`src/rtl/wbuf_rd_sched_if.sv`:
```
// Request/response bundle between the weight-buffer read scheduler and its
// surroundings.
//   cmd_*      : tile-walk command handshake (valid/ready) and its fields
//   hold       : per-cycle issue suppression
//   *_sel      : per-lane read request to the 6-bank dual-port buffer
//   rd_*       : read-side markers aligned with the buffer's 1-cycle dout
//   busy, done : command status
// master = command source / result consumer, slave = scheduler.
interface wbuf_rd_sched_if #(
  parameter int TW     = 12,
  parameter int ADDR_W = 10
);
  logic                   cmd_valid;
  logic                   cmd_ready;
  logic [TW-1:0]          cmd_base;
  logic [TW-1:0]          cmd_stride;
  logic [TW-1:0]          cmd_gstep;
  logic [TW-1:0]          cmd_len;
  logic                   hold;
  logic [3:0][2:0]        bank_sel;
  logic [3:0][ADDR_W-1:0] addr_sel;
  logic [3:0]             en_sel;
  logic [3:0]             port_sel;
  logic [3:0]             rd_lane_vld;
  logic                   rd_group_last;
  logic                   busy;
  logic                   done;

  modport master (
    output cmd_valid, cmd_base, cmd_stride, cmd_gstep, cmd_len, hold,
    input  cmd_ready, bank_sel, addr_sel, en_sel, port_sel,
           rd_lane_vld, rd_group_last, busy, done
  );

  modport slave (
    input  cmd_valid, cmd_base, cmd_stride, cmd_gstep, cmd_len, hold,
    output cmd_ready, bank_sel, addr_sel, en_sel, port_sel,
           rd_lane_vld, rd_group_last, busy, done
  );
endinterface

```
`src/rtl/wbuf_rd_sched.sv`:
```
// Read scheduler for the 4-lane request port of the 6-bank dual-port weight
// buffer. A command walks cmd_len groups of 4 tiles (lane k = base + k*stride,
// group base advancing by gstep). Each beat grants pending lanes in order,
// at most two per bank (first on port A, second on port B); lanes that lose
// stay pending for the next beat.
// Ports:
//   clk, rst_n : clock, asynchronous active-low reset
//   bus        : wbuf_rd_sched_if.slave (command, hold, buffer request,
//                read-side lane valid / group last, busy, done)
module wbuf_rd_sched #(
  parameter int N_BANK = 6,
  parameter int DEPTH  = 683,
  parameter int N_TILE = 4096,
  parameter int TW     = $clog2(N_TILE),
  parameter int ADDR_W = $clog2(DEPTH)
) (
  input  logic              clk,
  input  logic              rst_n,
  wbuf_rd_sched_if.slave    bus
);

  typedef enum logic [1:0] {
    IDLE,
    ZERO,
    ISSUE
  } state_t;

  state_t            state, state_d;
  logic [TW-1:0]     base_q, base_d;
  logic [TW-1:0]     stride_q, stride_d;
  logic [TW-1:0]     gstep_q, gstep_d;
  logic [TW-1:0]     rem_q, rem_d;
  logic [3:0]        pend_q, pend_d;

  logic [3:0]        grant;
  logic [3:0]        port;
  logic              grp_done;
  logic              cmd_last;

  logic [TW-1:0]     tile [4];
  logic [2:0]        bank [4];
  logic [ADDR_W-1:0] addr [4];
  logic [1:0]        used [N_BANK];

  logic [3:0]        rd_lane_vld_q;
  logic              rd_group_last_q;
  logic              done_q;

  // Tile index wraps naturally in TW bits (N_TILE is a power of two).
  always_comb begin
    for (int unsigned k = 0; k < 4; k++) begin
      tile[k] = base_q + TW'(k) * stride_q;
      bank[k] = 3'(tile[k] % TW'(N_BANK));
      addr[k] = ADDR_W'(tile[k] / TW'(N_BANK));
    end
  end

  always_comb begin
    state_d  = state;
    base_d   = base_q;
    stride_d = stride_q;
    gstep_d  = gstep_q;
    rem_d    = rem_q;
    pend_d   = pend_q;
    grant    = '0;
    port     = '0;
    grp_done = 1'b0;
    cmd_last = 1'b0;
    for (int unsigned b = 0; b < N_BANK; b++) used[b] = '0;

    case (state)
      IDLE: begin
        if (bus.cmd_valid) begin
          base_d   = bus.cmd_base;
          stride_d = bus.cmd_stride;
          gstep_d  = bus.cmd_gstep;
          rem_d    = bus.cmd_len;
          if (bus.cmd_len != '0) begin
            pend_d  = '1;
            state_d = ISSUE;
          end else begin
            state_d = ZERO;
          end
        end
      end
      ZERO: begin
        cmd_last = 1'b1;
        state_d  = IDLE;
      end
      ISSUE: begin
        if (!bus.hold) begin
          // In-order walk; lane 0 of the remaining set always wins, so every
          // beat issues at least one lane.
          for (int unsigned k = 0; k < 4; k++) begin
            if (pend_q[k] && used[bank[k]] != 2'd2) begin
              grant[k]       = 1'b1;
              port[k]        = (used[bank[k]] != 2'd0);
              used[bank[k]]  = used[bank[k]] + 2'd1;
            end
          end
          pend_d = pend_q & ~grant;
          if (pend_d == '0) begin
            grp_done = 1'b1;
            if (rem_q == TW'(1)) begin
              cmd_last = 1'b1;
              state_d  = IDLE;
            end else begin
              base_d = base_q + gstep_q;
              rem_d  = rem_q - TW'(1);
              pend_d = '1;
            end
          end
        end
      end
      default: state_d = IDLE;
    endcase
  end

  always_ff @(posedge clk or negedge rst_n) begin
    if (!rst_n) begin
      state           <= IDLE;
      base_q          <= '0;
      stride_q        <= '0;
      gstep_q         <= '0;
      rem_q           <= '0;
      pend_q          <= '0;
      rd_lane_vld_q   <= '0;
      rd_group_last_q <= 1'b0;
      done_q          <= 1'b0;
    end else begin
      state           <= state_d;
      base_q          <= base_d;
      stride_q        <= stride_d;
      gstep_q         <= gstep_d;
      rem_q           <= rem_d;
      pend_q          <= pend_d;
      rd_lane_vld_q   <= grant;
      rd_group_last_q <= grp_done;
      done_q          <= cmd_last;
    end
  end

  always_comb begin
    for (int unsigned k = 0; k < 4; k++) begin
      bus.bank_sel[k] = grant[k] ? bank[k] : '0;
      bus.addr_sel[k] = grant[k] ? addr[k] : '0;
    end
  end

  assign bus.en_sel        = grant;
  assign bus.port_sel      = port;
  assign bus.cmd_ready     = (state == IDLE);
  assign bus.busy          = (state != IDLE);
  assign bus.rd_lane_vld   = rd_lane_vld_q;
  assign bus.rd_group_last = rd_group_last_q;
  assign bus.done          = done_q;

endmodule
```
`src/flat_wrapper.sv`:
```
// flat-port wrapper written by rule: the top's interface ports become plain ports
module wbuf_rd_sched_flat 
#(
  parameter int N_BANK = 6,
  parameter int DEPTH  = 683,
  parameter int N_TILE = 4096,
  parameter int TW     = $clog2(N_TILE),
  parameter int ADDR_W = $clog2(DEPTH)
)
  (clk, rst_n, bus_cmd_valid, bus_cmd_base, bus_cmd_stride, bus_cmd_gstep, bus_cmd_len, bus_hold, bus_cmd_ready, bus_bank_sel, bus_addr_sel, bus_en_sel, bus_port_sel, bus_rd_lane_vld, bus_rd_group_last, bus_busy, bus_done);
  wbuf_rd_sched_if #(.TW(TW), .ADDR_W(ADDR_W)) bus_i ();
  input  logic clk;
  input  logic rst_n;
  input wire logic [$bits(bus_i.cmd_valid)-1:0] bus_cmd_valid;
  input wire logic [$bits(bus_i.cmd_base)-1:0] bus_cmd_base;
  input wire logic [$bits(bus_i.cmd_stride)-1:0] bus_cmd_stride;
  input wire logic [$bits(bus_i.cmd_gstep)-1:0] bus_cmd_gstep;
  input wire logic [$bits(bus_i.cmd_len)-1:0] bus_cmd_len;
  input wire logic [$bits(bus_i.hold)-1:0] bus_hold;
  output wire logic [$bits(bus_i.cmd_ready)-1:0] bus_cmd_ready;
  output wire logic [$bits(bus_i.bank_sel)-1:0] bus_bank_sel;
  output wire logic [$bits(bus_i.addr_sel)-1:0] bus_addr_sel;
  output wire logic [$bits(bus_i.en_sel)-1:0] bus_en_sel;
  output wire logic [$bits(bus_i.port_sel)-1:0] bus_port_sel;
  output wire logic [$bits(bus_i.rd_lane_vld)-1:0] bus_rd_lane_vld;
  output wire logic [$bits(bus_i.rd_group_last)-1:0] bus_rd_group_last;
  output wire logic [$bits(bus_i.busy)-1:0] bus_busy;
  output wire logic [$bits(bus_i.done)-1:0] bus_done;
  assign bus_i.cmd_valid = bus_cmd_valid;
  assign bus_i.cmd_base = bus_cmd_base;
  assign bus_i.cmd_stride = bus_cmd_stride;
  assign bus_i.cmd_gstep = bus_cmd_gstep;
  assign bus_i.cmd_len = bus_cmd_len;
  assign bus_i.hold = bus_hold;
  assign bus_cmd_ready = bus_i.cmd_ready;
  assign bus_bank_sel = bus_i.bank_sel;
  assign bus_addr_sel = bus_i.addr_sel;
  assign bus_en_sel = bus_i.en_sel;
  assign bus_port_sel = bus_i.port_sel;
  assign bus_rd_lane_vld = bus_i.rd_lane_vld;
  assign bus_rd_group_last = bus_i.rd_group_last;
  assign bus_busy = bus_i.busy;
  assign bus_done = bus_i.done;
  wbuf_rd_sched #(.N_BANK(N_BANK), .DEPTH(DEPTH), .N_TILE(N_TILE), .TW(TW), .ADDR_W(ADDR_W)) u_core (.clk(clk), .rst_n(rst_n), .bus(bus_i));
endmodule
```
`config.mk`:
```
export PLATFORM = sky130hd
export DESIGN_NAME = wbuf_rd_sched_flat
export DESIGN_NICKNAME = d
export VERILOG_FILES = /design/src/rtl/wbuf_rd_sched_if.sv /design/src/rtl/wbuf_rd_sched.sv /design/src/flat_wrapper.sv
export SDC_FILE = /design/constraint.sdc
export NUM_CORES = 1
export LEC_CHECK = 0
export ABC_AREA = 0
export BUFFER_PORTS_ARGS = -buffer_cell sky130_fd_sc_hd__buf_2
export CORE_MARGIN = 1
export CORE_UTILIZATION = 50
export DETAILED_ROUTE_END_ITERATION = 6
export PLACE_DENSITY_LB_ADDON = 0.1
export SETUP_SLACK_MARGIN = 0.5
export SLEW_MARGIN = 25
export SYNTH_ARGS = -nofsm -noshare
export SYNTH_HDL_FRONTEND = slang
export SYNTH_SLANG_ARGS = --single-unit
```
`constraint.sdc`:
```
create_clock -name clk -period 10 [get_ports clk]
set_input_delay 0 -clock clk [delete_from_list [all_inputs] [get_ports clk]]
set_output_delay 0 -clock clk [all_outputs]
set_load 0.05 [all_outputs]
```
[Word level (Yosys, flattened, before mapping)]
Memories as Yosys holds them, arrays and structs flattened.
Index checks and enable logic that the tools add are counted.
Word-level totals
  register bits: 60
  ROM bits: 16
  output and inout port bits: 68
  logic and storage cells: 159
  memories: 1
Memories
  (name not given): depth 8, width 2, read ports 1, clocked after Yosys merged registers in 0, wr ports 0, RTL line wbuf_rd_sched.sv:95  | if (pend_q[k] && used[bank[k]] != 2'd2) begin
Cells by class
  add/sub/neg operators: 8
  multiply operators: 1
  div/mod/pow operators: 8
  $lt $le $gt $ge: 7
  equality and inequality tests: 13
  multiplexer cells: 85
  bitwise gates (word level): 7
  reductions and logical operators: 20
Operator list (count)
  $mux 12: 17
  $add 12x12->12: 4
  $div 12x3->12 const B: 4
  $mod 12x3->12 const B: 4
  $pmux 12 s2: 2
  $mux 10: 4
  $mux 4: 9
  $mux 2: 16
  $bwmux 12: 2
  $mux 1: 22
  $bmux 2 s3: 3
  $demux 2 s3: 3
  $ge 4x4->1 const B: 4
  $not 3->4: 4
  $ne 2x2->1 const B: 7
  $and 12x12->12: 1
  $eq 12x1->1 const B: 1
  $lt 4x1->1 const B: 3
  $mul 2x12->12 const A: 1
  $mux 3: 4
  $reduce_bool 12->1: 1
  $reduce_bool 2->1: 6
  $sub 12x1->12 const B: 1
  $pmux 4 s2: 1
  other kinds (14): 25

[Longest topological paths before layout]
  depth after elaboration: 40
  depth in mapped cells: 33
  mapped depth without buffers: 30

[Least setup slack after synthesis]
Ideal clock, no wire load.
  path type: reg-to-output
  from: reg u_core.stride_q[8]
  to: out bus_addr_sel[32]
  data arrival time: 8.777 ns
  data required time: 10.000 ns
  slack: 1.223 ns
  cell stages (with the launch flop): 32
  path buffers: 4
  path through: dfrtp_1 -> ha_1 -> buf_2 -> a21oi_2 -> o21ai_1 -> a311o_1 -> a211oi_2 -> buf_4 -> mux2_2 -> nor2_1 -> a211oi_1 -> or3_1 -> buf_2 -> mux2_4 -> a211oi_2 -> nand2_1 -> a2111oi_2 -> and2_1 -> or2_2 -> a31oi_1 -> or3_1 -> ha_1 -> nand2b_1 -> nor2_1 -> a21oi_1 -> o31a_1 -> o22ai_1 -> a221oi_2 -> nand2_1 -> nand3_1 -> clkbuf_1 -> a2111oi_0
On the way
  word-level cells in the longest chain between the ends: 30
  elaborated cells between the ends (all ways): 52
  classes of those cells: add/sub (5); mul (1); div (4); order compare (4); eq/ne (3); mux (27); bitwise (3); reduce/logical (5)
RTL lines
  start, declared: RTL line wbuf_rd_sched.sv:30  | logic [TW-1:0] stride_q, stride_d;
  start signal, assigned: RTL line wbuf_rd_sched.sv:133  | stride_q <= stride_d;
  $add 12x12->12: RTL line wbuf_rd_sched.sv:52  | tile[k] = base_q + TW'(k) * stride_q;
  $mod 12x3->12: RTL line wbuf_rd_sched.sv:53  | bank[k] = 3'(tile[k] % TW'(N_BANK));
  $not 3->4 (not written as such): RTL line wbuf_rd_sched.sv:95, wbuf_rd_sched.sv:98
  $bmux 2 s3, or another cell as far along: RTL line wbuf_rd_sched.sv:95, wbuf_rd_sched.sv:98
  $mux 2 (not written as such) or $logic_and 1x1->1 (tied branches): RTL line wbuf_rd_sched.sv:95, wbuf_rd_sched.sv:98
  $mux 2 (on tied branches): RTL line wbuf_rd_sched.sv:95, wbuf_rd_sched.sv:98
  $add 2x1->2, or another cell as far along: RTL line wbuf_rd_sched.sv:98  | used[bank[k]] = used[bank[k]] + 2'd1;
  $bwmux 12 or $logic_and 1x1->1 (tied branches): RTL line wbuf_rd_sched.sv:98, wbuf_rd_sched.sv:95
  (+14 left out)
  $ne 2x2->1: RTL line wbuf_rd_sched.sv:95
  $logic_and 1x1->1: RTL line wbuf_rd_sched.sv:95
  $mux 1: RTL line wbuf_rd_sched.sv:95
  $mux 1: RTL line wbuf_rd_sched.sv:91  | if (!bus.hold) begin
  $mux 1: RTL line wbuf_rd_sched.sv:71  | case (state)
  $mux 4: RTL line wbuf_rd_sched.sv:91
  $mux 4: RTL line wbuf_rd_sched.sv:71
  $mux 10 (*): RTL line wbuf_rd_sched.sv:146  | bus.addr_sel[k] = grant[k] ? addr[k] : '0;
  end, declared: RTL line flat_wrapper.sv:22  | output wire logic [$bits(bus_i.addr_sel)-1:0] bus_addr_sel;
Mark *: on every way between the ends. The rest lies on a longest branch, timed or not. The select of a mux whose other input is x is not followed.

[Worst setup path in the final report]
  from: reg u_core.base_q[3]
  to: out bus_addr_sel[39]
On the way
  word-level cells in the longest chain between the ends: 37
  elaborated cells between the ends (all ways): 68
  classes of those cells: add/sub (6); div (5); order compare (6); eq/ne (4); mux (34); bitwise (5); reduce/logical (7); memory (1)
RTL lines
  start, declared: RTL line wbuf_rd_sched.sv:29  | logic [TW-1:0] base_q, base_d;
  start signal, assigned: RTL line wbuf_rd_sched.sv:132  | base_q <= base_d;
  $mod 12x3->12: RTL line wbuf_rd_sched.sv:53
  $not 3->4 (not written as such): RTL line wbuf_rd_sched.sv:95, wbuf_rd_sched.sv:98
  $mem_v2 8x2, or another cell as far along
  $mux 2 (not written as such) or $logic_and 1x1->1 (tied branches): RTL line wbuf_rd_sched.sv:95, wbuf_rd_sched.sv:98
  $mux 2 (on tied branches): RTL line wbuf_rd_sched.sv:95, wbuf_rd_sched.sv:98
  $add 2x1->2, or another cell as far along: RTL line wbuf_rd_sched.sv:98
  $and 12x12->12 (no line) or $logic_and 1x1->1 (tied branches)
  $mux 12: RTL line wbuf_rd_sched.sv:95
  (+21 left out)
  $ne 2x2->1: RTL line wbuf_rd_sched.sv:95
  $logic_and 1x1->1: RTL line wbuf_rd_sched.sv:95
  $mux 1: RTL line wbuf_rd_sched.sv:95
  $mux 1: RTL line wbuf_rd_sched.sv:91
  $mux 1: RTL line wbuf_rd_sched.sv:71
  $mux 4: RTL line wbuf_rd_sched.sv:91
  $mux 4: RTL line wbuf_rd_sched.sv:71
  $mux 10 (*): RTL line wbuf_rd_sched.sv:146
Marks and branches as above.

==> metrics.md <==
| Metric | Value |
|---|---|
| Post-synth EDFFs | 0 |
| Routed WL | 30050 um |
| Routed vias/inst | 6.278 |
| Initial antenna violation count | 0 |
| Crit Path Category | flop to output port |
| Port Buf Inserts | 118 |
| TritonCTS Buffers | 9 |
| Initial Util | 50.86% |
| Site row count | 51 |
| CTS Sinks | 58 |
| Width of the die | 142.7 um |
| Min-Delay Endpoint | u_core.base_q[8] |
| RSZ-0062 raised after global routing | false |
| Most frequent CP cell | nand2_1 |
| Critical path required time | 10000 ps |
| Gpl congestion | 0.9577 |
| DRC | 0 |
| Postcts setup bufs | 0 |
| Mapped cell area | 9899 sq um |
| Post-Layout Cell Count | 1762 |
| Clk Latency, worst-skew pair | 330 ps |
| Clk_skew | 7.770 ps |
| Ys Warns | 0 |
| Post-DP HPWL | 22090 um |
| CP arrival | 8740 ps |
| Slowest stage delay, CP | 670 ps |
| Core Footprint | 19460 sq um |
| Worst Hold Class | primary input to flop |
| F_max | 114.4 MHz |
| Ports | 120 |
| Endpoint class of the critical path | output port |
| Status | complete, no violations |
| Syn avg cell area | 7.148 sq um |
| DRT iter0 DRCs | 1071 |
| Async set or reset register ratio after synthesis | 100.0% |
| P&R area growth vs syn | 15.05% |
| Vias in the first global route | 9512 |
| Nets | 1606 |
| CTS tree | built |
| Clk buf depth | 2 |
| Clock transition at path regs | 60 ps |
| Antenna diode count | 0 |
| Utilization after layout | 58.52% |
| CP max FO | 21 |
| Detailed-route wire length per cell | 17.05 um |
| Flop-to-flop setup slack | 1570 ps |
| Top FF cell, synth | dfrtp_1 |
| Worst R2R Path Depth | 28 |
| Max Transition Viols Final | 0 |
| Detailed Routing Iterations Pass 1 | 6 |
| Worst Hold Launch | bus_cmd_base[8] |
| Layout cells sized above 1 | 15.16% |
| Sequential area share after synthesis | 14.66% |
| Critical-path cell with the highest stage delay | dfrtp_1 |
| Number of synthesized register bits | 58 |
| Reg2reg start | u_core.base_q[3] |
| Setup violations, final | 0 |
| Worst hold stages | 3 |
| Reg2reg end | u_core.rem_q[10] |
| Worst Tran Pin Value | 967.8 ps |
| Mapped Cells | 1385 |
| First-pass GRT wire length | 48350 um |
| Syn_nets | 1499 |
| Slew margin rel. | 35.09% |
| Min Tclk post-route | 8739 ps |
| CTS Root Cell | clkbuf_16 |
| Largest net degree at the start of global routing | 59 |
| Die Ht | 142.7 um |
| CP startpoint kind | flop |
| Max Cap Viol | 0 |
| Post-route ant nets | 0 |
| Worst hold slack | 14.36 ps |
| GRT Overall Usage | 29.23% |
| Die ar. | 20370 sq um |
| Grt ovf | 0 |
| Final worst path period share | 87.39% |
| Vias | 11.06k |
| Setup TNS | 0 ps |
| DP Cell Count | 1700 |
| Hold Violations, Final | 0 |
| H-tree Lvls | 3 |
| Cell variety after synth | 96 |
## sequential cells by signal (all words and copies together), names as in the netlist
register                  count
u_core.bus.rd_group_last      1
u_core.stride_q              12
u_core.bus.rd_lane_vld        3
u_core.rem_q                 12
u_core.pend_q                 3
u_core.base_q                12
u_core.bus.done               1
u_core.state                  2
u_core.gstep_q               12
## how the worst max path moves through the flow
stage	start	to	slack (ps)	cells after the start
finish	u_core.base_q[3]	bus_addr_sel[39]	1260	29
global route	u_core.stride_q[8]	bus_addr_sel[31]	580	29
CTS	u_core.stride_q[8]	bus_addr_sel[39]	890	29
detailed placement	u_core.stride_q[8]	bus_addr_sel[39]	1260	29
global placement	u_core.stride_q[8]	bus_addr_sel[39]	1480	29
floorplan	u_core.stride_q[8]	bus_addr_sel[32]	1220	31
## repair_timing
| action | in CTS | in global routing |
|---|---|---|
| endpoints found under the setup margin | 0 | 6 |
| resized for setup | 0 | 3 |
| endpoints found under the hold margin | 103 | 0 |
| hold buffers | 46 | 0 |
## layout by cell type (no fill, tap or decap), types with 14 or more instances in the layout
master         netlist  layout
a211oi_1            17      17
a21o_1              19      19
a21oi_1            120     120
a31oi_1             23      23
and2_1              17      17
and3_1              15      15
buf_2               17     118
buf_4                6      21
dfrtp_1             58      57
dlygate4sd3_1        0      46
fa_1                14      14
ha_1                48      48
inv_1               37      37
mux2_2              29      29
mux2i_1             15      15
nand2_1            146     146
nand2b_1            20      20
nand3_1             44      43
nor2_1             133     133
nor2b_1             19      19
nor3_1              53      53
nor4_1              15      15
o21ai_0             84      84
o22ai_1             41      41
or3_1               18      18
xnor2_1             43      42
xor2_1              21      21
## metrics by stage
stage	setup WS (ps)	instance area (sq um)
5_1_grt	575.9	11390
6_report	1261	11390
4_1_cts	886.9	11370
3_5_place_dp	1262	10610
3_3_place_gp	1479	10610
2_1_floorplan	1223	9899
## cell usage after synthesis, drive strengths merged, types with 14 or more instances
| cell | instances | area (sq um) |
|---|---|---|
| a21o | 19 | 142.6 |
| dfrtp | 58 | 1451 |
| buf | 27 | 145.1 |
| nor4 | 15 | 93.84 |
| inv | 39 | 146.4 |
| a211oi | 21 | 185.2 |
| and2 | 17 | 106.4 |
| nor3 | 54 | 275.3 |
| nor2b | 19 | 118.9 |
| o21ai | 96 | 480.5 |
| a31oi | 24 | 156.4 |
| o31ai | 15 | 136.4 |
| xnor2 | 43 | 376.6 |
| o22ai | 41 | 256.5 |
| xor2 | 22 | 200.2 |
| or3 | 18 | 112.6 |
| fa | 14 | 280.3 |
| ha | 48 | 600.6 |
| clkbuf | 62 | 232.7 |
| nor2 | 135 | 511.7 |
| and3 | 15 | 93.84 |
| a21oi | 122 | 618.1 |
| nand2 | 147 | 554.3 |
| mux2i | 15 | 150.1 |
| nand2b | 20 | 125.1 |
| nand3 | 44 | 220.2 |
| mux2 | 32 | 367.9 |
## cells by family (layout without fill, tap and decap cells)
kind of cell,count (synthesis),after routing,share of synthesized area [%]
AOI/OAI and AO/OA,486,486,33.43
adders and majority gates,64,64,9.100
and+or+nand+nor,534,534,26.15
other,1,1,0.03788
muxes,47,47,5.232
DFF,58,58,14.66
buffers and inverters,129,241,5.334
xor gates and xnor gates,66,66,6.054
## metal layers
layer / vias to the layer above / wire [um] / GRT usage [%]
li1: 5414 / - / -
met1: 5180 / 13870 / 40.92
met2: 413 / 13530 / 45.41
met3: 54 / 1650 / 3.622
met4: 0 / 993 / 11.83
met5: - / 0 / 0
## cell type report
class | count | area, sq um
flip-flops and latches | 58 | 1453
well taps | 265 | 331.6
clock buffers | 9 | 225.2
fillers | 1829 | 8073
repair buffers | 185 | 1209
multi-input cells | 1198 | 7944
inverters | 40 | 150.1
clock inverters | 7 | 77.57
## critical path: cells and delay by family, from the launching register on
family	cells	cell delay, ps
buffers and inverters	2	480
AO/OA/AOI/OAI	9	2350
AND/OR/NAND/NOR	15	3680
multiplexers	1	340
adder cells (fa/ha/maj)	2	850
flip-flops	1	670
Power is left out: the tool's default activity adds up to more than one toggle a clock period on the data nets, which glitch-free logic cannot reach.
